## src/rtl/fifo_512_unpacker.sv

```systemverilog
// fifo_512_unpacker: drains wide words from a FIFO read port and serialises
// each into IN_WIDTH/OUT_WIDTH narrow slices on a valid/ready stream.
// A one-word prefetch register hides the FIFO read latency between words.
// Optional build macro: UNPACKER_MSB_FIRST_EN (emit most-significant slice first).
module fifo_512_unpacker #(
   parameter int unsigned IN_WIDTH  = 512,
   parameter int unsigned OUT_WIDTH = 32
) (
   input  logic                 clk,
   input  logic                 reset,
   input  logic                 fifo_empty,
   output logic                 fifo_re,
   input  logic [IN_WIDTH-1:0]  fifo_dout,
   output logic [OUT_WIDTH-1:0] out_data,
   output logic                 out_valid,
   input  logic                 out_ready,
   output logic                 out_last,
   output logic                 busy
);

   localparam int unsigned RATIO = IN_WIDTH / OUT_WIDTH;
   localparam int unsigned IDX_W = (RATIO > 1) ? $clog2(RATIO) : 1;
   localparam logic [IDX_W-1:0] IDX_LAST = IDX_W'(RATIO - 1);

   logic                 pending_q,    pending_d;
   logic                 next_valid_q, next_valid_d;
   logic [IN_WIDTH-1:0]  next_word_q,  next_word_d;
   logic                 cur_valid_q,  cur_valid_d;
   logic [IN_WIDTH-1:0]  cur_word_q,   cur_word_d;
   logic [IDX_W-1:0]     idx_q,        idx_d;
   logic [OUT_WIDTH-1:0] out_data_q,   out_data_d;
   logic                 out_last_q,   out_last_d;
   logic                 busy_q,       busy_d;

   logic                 slice_acc_c;
   logic                 at_last_c;
   logic                 cur_free_c;

   // Pick slice number idx out of a word, honouring the emission order.
   function automatic logic [OUT_WIDTH-1:0] slice_of(input logic [IN_WIDTH-1:0] word,
                                                     input logic [IDX_W-1:0]    idx);
      logic [IDX_W-1:0]    sel;
      logic [IN_WIDTH-1:0] shifted;
`ifdef UNPACKER_MSB_FIRST_EN
      sel = IDX_LAST - idx;
`else
      sel = idx;
`endif
      shifted = word >> (OUT_WIDTH * 32'(sel));
      return shifted[OUT_WIDTH-1:0];
   endfunction

   // Read request: only when nothing is in flight and the prefetch slot is free.
   assign fifo_re = reset && !fifo_empty && !pending_q && !next_valid_q;

   assign slice_acc_c = cur_valid_q && out_ready;
   assign at_last_c   = (idx_q == IDX_LAST);
   assign cur_free_c  = !cur_valid_q || (slice_acc_c && at_last_c);

   // Next-state: slice advance, word reload and capture of the pending read.
   always_comb begin
      pending_d    = fifo_re;
      next_valid_d = next_valid_q;
      next_word_d  = next_word_q;
      cur_valid_d  = cur_valid_q;
      cur_word_d   = cur_word_q;
      idx_d        = idx_q;

      if (cur_free_c) begin
         idx_d = '0;
         if (next_valid_q) begin
            cur_valid_d  = 1'b1;
            cur_word_d   = next_word_q;
            next_valid_d = pending_q;
            if (pending_q) begin
               next_word_d = fifo_dout;
            end
         end else if (pending_q) begin
            cur_valid_d = 1'b1;
            cur_word_d  = fifo_dout;
         end else begin
            cur_valid_d = 1'b0;
         end
      end else begin
         if (slice_acc_c) begin
            idx_d = idx_q + IDX_W'(1);
         end
         if (pending_q) begin
            next_valid_d = 1'b1;
            next_word_d  = fifo_dout;
         end
      end

      out_data_d = cur_valid_d ? slice_of(cur_word_d, idx_d) : '0;
      out_last_d = cur_valid_d && (idx_d == IDX_LAST);
      busy_d     = cur_valid_d || next_valid_d || pending_d;
   end

   // Control and output registers, cleared asynchronously.
   always_ff @(posedge clk or negedge reset) begin
      if (!reset) begin
         pending_q    <= 1'b0;
         next_valid_q <= 1'b0;
         cur_valid_q  <= 1'b0;
         idx_q        <= '0;
         out_data_q   <= '0;
         out_last_q   <= 1'b0;
         busy_q       <= 1'b0;
      end else begin
         pending_q    <= pending_d;
         next_valid_q <= next_valid_d;
         cur_valid_q  <= cur_valid_d;
         idx_q        <= idx_d;
         out_data_q   <= out_data_d;
         out_last_q   <= out_last_d;
         busy_q       <= busy_d;
      end
   end

   // Word storage; contents are qualified by the valid flags so no reset needed.
   always_ff @(posedge clk) begin
      cur_word_q  <= cur_word_d;
      next_word_q <= next_word_d;
   end

   assign out_valid = cur_valid_q;
   assign out_data  = out_data_q;
   assign out_last  = out_last_q;
   assign busy      = busy_q;

   // Never read an empty FIFO, and never hold a pending read with a full prefetch slot.
   a_no_underflow: assert property (@(posedge clk) disable iff (!reset) fifo_re |-> !fifo_empty);
   a_no_overfill:  assert property (@(posedge clk) disable iff (!reset) !(pending_q && next_valid_q));

endmodule

```

## config.mk

```make
export PLATFORM = sky130hd
export DESIGN_NAME = fifo_512_unpacker
export DESIGN_NICKNAME = d
export VERILOG_FILES = /design/src/rtl/fifo_512_unpacker.sv
export SDC_FILE = /design/constraint.sdc
export NUM_CORES = 2
export LEC_CHECK = 0
export CELL_PAD_IN_SITES_DETAIL_PLACEMENT = 1
export CELL_PAD_IN_SITES_GLOBAL_PLACEMENT = 1
export CORE_AREA = 8 8 364 366
export DETAILED_ROUTE_END_ITERATION = 8
export DIE_AREA = 0 0 372 374
export GPL_ROUTABILITY_DRIVEN = 0
export PLACE_DENSITY = 0.73
export SLEW_MARGIN = 20
export SYNTH_ARGS = -nofsm -noshare
export SYNTH_HDL_FRONTEND = slang
export SYNTH_SLANG_ARGS = --single-unit
```

## constraint.sdc

```tcl
create_clock -name clk -period 61.4 [get_ports clk]
set_input_delay 15.35 -clock clk [delete_from_list [all_inputs] [get_ports clk]]
set_output_delay 15.35 -clock clk [all_outputs]
set_load 0.01 [all_outputs]
```

==> results.md <==
* Starting Density at roughly a third
* CP Class: input port to output pin
* Number of synthesized flops with an enable pin at 512
* Crit-path max FO at 18
* Starting DRT DRC Count at roughly 3.9k
* Syn Inst Count at roughly 4.3k
* Post-Route Setup TNS at 0 ns
* Routed WL at roughly 200000 um
* Avg Cell Area, Syn at just over 10 um2
* Area Growth Syn to Fin at 23.95%
* Worst setup EP type: output pin
* Drt via density at 5.957
* Final Hold Viols at 0
* Type of the tightest min-delay check: flip-flop to flip-flop
* Clock Tree Root: clkbuf_16
* Layout cell share with drive strength beyond 1 at between 6 and 7%
* Maxcap violations at 0
* Setup crit start kind: input port
* Synth unique cells at 73
* Reg clk slew, reported paths at about 0.060 ns
* Die width at approximately 370 um
* Fin. max-slew vios at 0
* Worst path required time at approximately 46 ns
* Sink Count at approximately 1.1k
* RSZ-0062 raised after global routing: no
* Vias at roughly 39k
* Power Density at between 50 and 60 mW/mm2
* Achievable Freq at just over 30 MHz
* Met3 Wirelength at between 15000 and 20000 um
* Detailed Place HPWL at between 100000 and 150000 um
* Dpl cell area at ~0.05 mm2
* Core footprint at ~0.13 mm2
* Clock tree buffer depth at 3
* Drt pass-1 iters at 6
* DR WL met2 at ~90000 um
* Asr flop ratio synth at under 10%
* Slew Limit Headroom at between 15 and 20%
* Clk network pwr share at between 20% and 30%
* Synth warnings at 0
* Net switching power at 1233 uW
* Outcome: complete, no violations
* Vias in the first global route at 38.91k
* Int Power at approximately 1800 uW
* GRT Overall Usage at 26.79%
* Leakage Power at between 0.015 and 0.02 uW
* Post-route antenna net violation count at 0
* DR top layer: met5
* Clk_skew at 0.03363 ns
* Commonest non-fill, non-tap cell in the layout: clkdlybuf4s50_1
* Final period utilization at 52.29%
* Met1 wire length at just under 80000 um
* Largest net degree at the start of global routing at approximately 190
* Register area share after synthesis at between 60 and 70%
* Synthesized net count at between 4k and 5k
* CTS buffer count at 117
* First-pass GRT wire length at between 200000 and 300000 um
* Minimum clock period at 32.11 ns
* Hold-fix buffers, CTS at 0
* Full die area at 0.1391 mm2
* Crit path DAT at ~17 ns
* Grt ovf at 0
* Post-CTS setup repair buffer count at 0
* Synth Flop Type: edfxtp_1
* Die Height at approximately 370 um
* CTS tree: built
* Port-buffer cells at 551
* Wirelength per Cell at between 30 and 40 um
* Seq pwr share at between 30% and 40%
* Worst-skew pair later-pin latency at 0.74 ns
* Logic pwr share at 39.7%
* # DRC at 0
* Nets at around 5.2k
* CTS H-tree depth at 3
* Final core occ at between 40% and 50%
* Commonest cells after routing, fill and taps aside: 550 x clkdlybuf4s50_1, 512 x dfxtp_1, 512 x edfxtp_1
* Worst vdd ir at 0.02853 mV
* # rows at ~130
* Initial antenna violation count at between 90 and 100
* Switching share of power at 40.94%
* Mapped Area at 0.04410 mm2
* Endpoints failing setup at 0
* #FFs+latches synth at 1065
* Post_cts resized at 0
* IO Count at ~550
* Worst-Margin Slew at 1.259 ns
* Final non-filler cell area at about 0.055 mm2
## final timing paths
path	from	end	slack [ns]	cells after the start
max in group asynchronous	reset	out_data[16]	45.78	3
setup reg to reg	out_valid	out_data[12]	56.05	11
setup / recovery	reset	fifo_re	29.29	5
hold reg to reg	next_word_q[231]	cur_word_q[231]	0.47	2
hold / removal	next_word_q[231]	cur_word_q[231]	0.47	2
min in group asynchronous	reset	out_data[29]	14.70	2
## Yosys cell counts, drive strengths merged (3+ instances only)
library cell,instances,share of area [%]
a31o,8,0.16
a22o,5,0.099
o22a,15,0.30
o221ai,53,1.1
o211ai,23,0.39
nor2,252,2.2
o21a,12,0.20
o31ai,5,0.085
edfxtp,512,35
a221oi,19,0.38
a221o,4,0.091
nor3,11,0.12
nand4,3,0.057
a21oi,381,4.3
nand3,304,3.5
nand3b,5,0.085
buf,208,2.4
and3,20,0.28
o221a,16,0.41
dfxtp,512,23
a2bb2oi,9,0.18
a22oi,125,2.1
or3,4,0.057
a21bo,5,0.11
o21ai,499,5.7
o22ai,345,4.9
inv,7,0.065
a21o,4,0.068
nor2b,101,1.4
a32oi,16,0.32
a311o,3,0.068
a211o,8,0.16
a31oi,152,2.2
a211oi,6,0.11
clkbuf,209,1.8
nand2,320,2.7
xnor2,3,0.060
nand2b,68,0.96
dfrtp,41,2.3
## logic make-up after synthesis
| family | synth area share, % |
|---|---|
| flip-flops | 60.43 |
| XOR/XNOR | 0.09932 |
| AO/OA/AOI/OAI | 23.63 |
| AND/OR/NAND/NOR | 11.57 |
| multiplexers | 0.03120 |
| buffers and inverters | 4.208 |
| adder cells (fa/ha/maj) | 0.02837 |
## through the flow
step                      cells  hold WS (ns)  power (uW)  setup slack (ns)
after global routing       6437        0.4914        3142             29.16
after detailed placement   6194        0.4584        2295             29.27
final                      6465        0.4670        3013             29.29
after CTS                  6418        0.4715        3013             29.26
after floorplan            4321        0.4163        1802             6.159
after global placement     6194        0.4330        2244             29.23
## power by group through the flow
stage                     Combinational [uW]  Sequential, uW  Clock (uW)
after global placement                  1140            1100           0
after floorplan                          686            1120           0
after global routing                    1270            1130         749
after CTS                               1190            1100         722
after detailed placement                1180            1110           0
final                                   1200            1110         712
## state kept, by name, summed over array words and instances (netlist names)
name / flops
cur_word_q: 512
next_word_q: 512
out_data: 32
idx_q: 4
busy: 1
next_valid_q: 1
out_last: 1
out_valid: 1
pending_q: 1
## area by class of cell
| type | instances | area, um2 |
|---|---|---|
| repair buffers | 628 | 6201 |
| well taps | 1662 | 2079 |
| clock buffers | 173 | 3412 |
| inverters | 8 | 40.04 |
| fillers | 13770 | 72040 |
| flip-flops and latches | 1065 | 26660 |
| clock inverters | 51 | 436.7 |
| diodes | 47 | 117.6 |
| multi-input cells | 2831 | 15710 |
## worst max-delay path, cell delays in order
cell and delay (ns):
buf_2 0.09, buf_4 0.38, nand2b_1 0.15, nor2_1 0.15, clkdlybuf4s50_1 0.57
## layer usage
| metal | global-route usage, % | up-vias |
|---|---|---|
| li1 | - | 17050 |
| met1 | 33.89 | 19510 |
| met2 | 41.73 | 1521 |
| met4 | 12.90 | 58 |
| met3 | 7.971 | 367 |
| met5 | 0 | - |
Note: power is estimated with default switching activity, not from simulation.
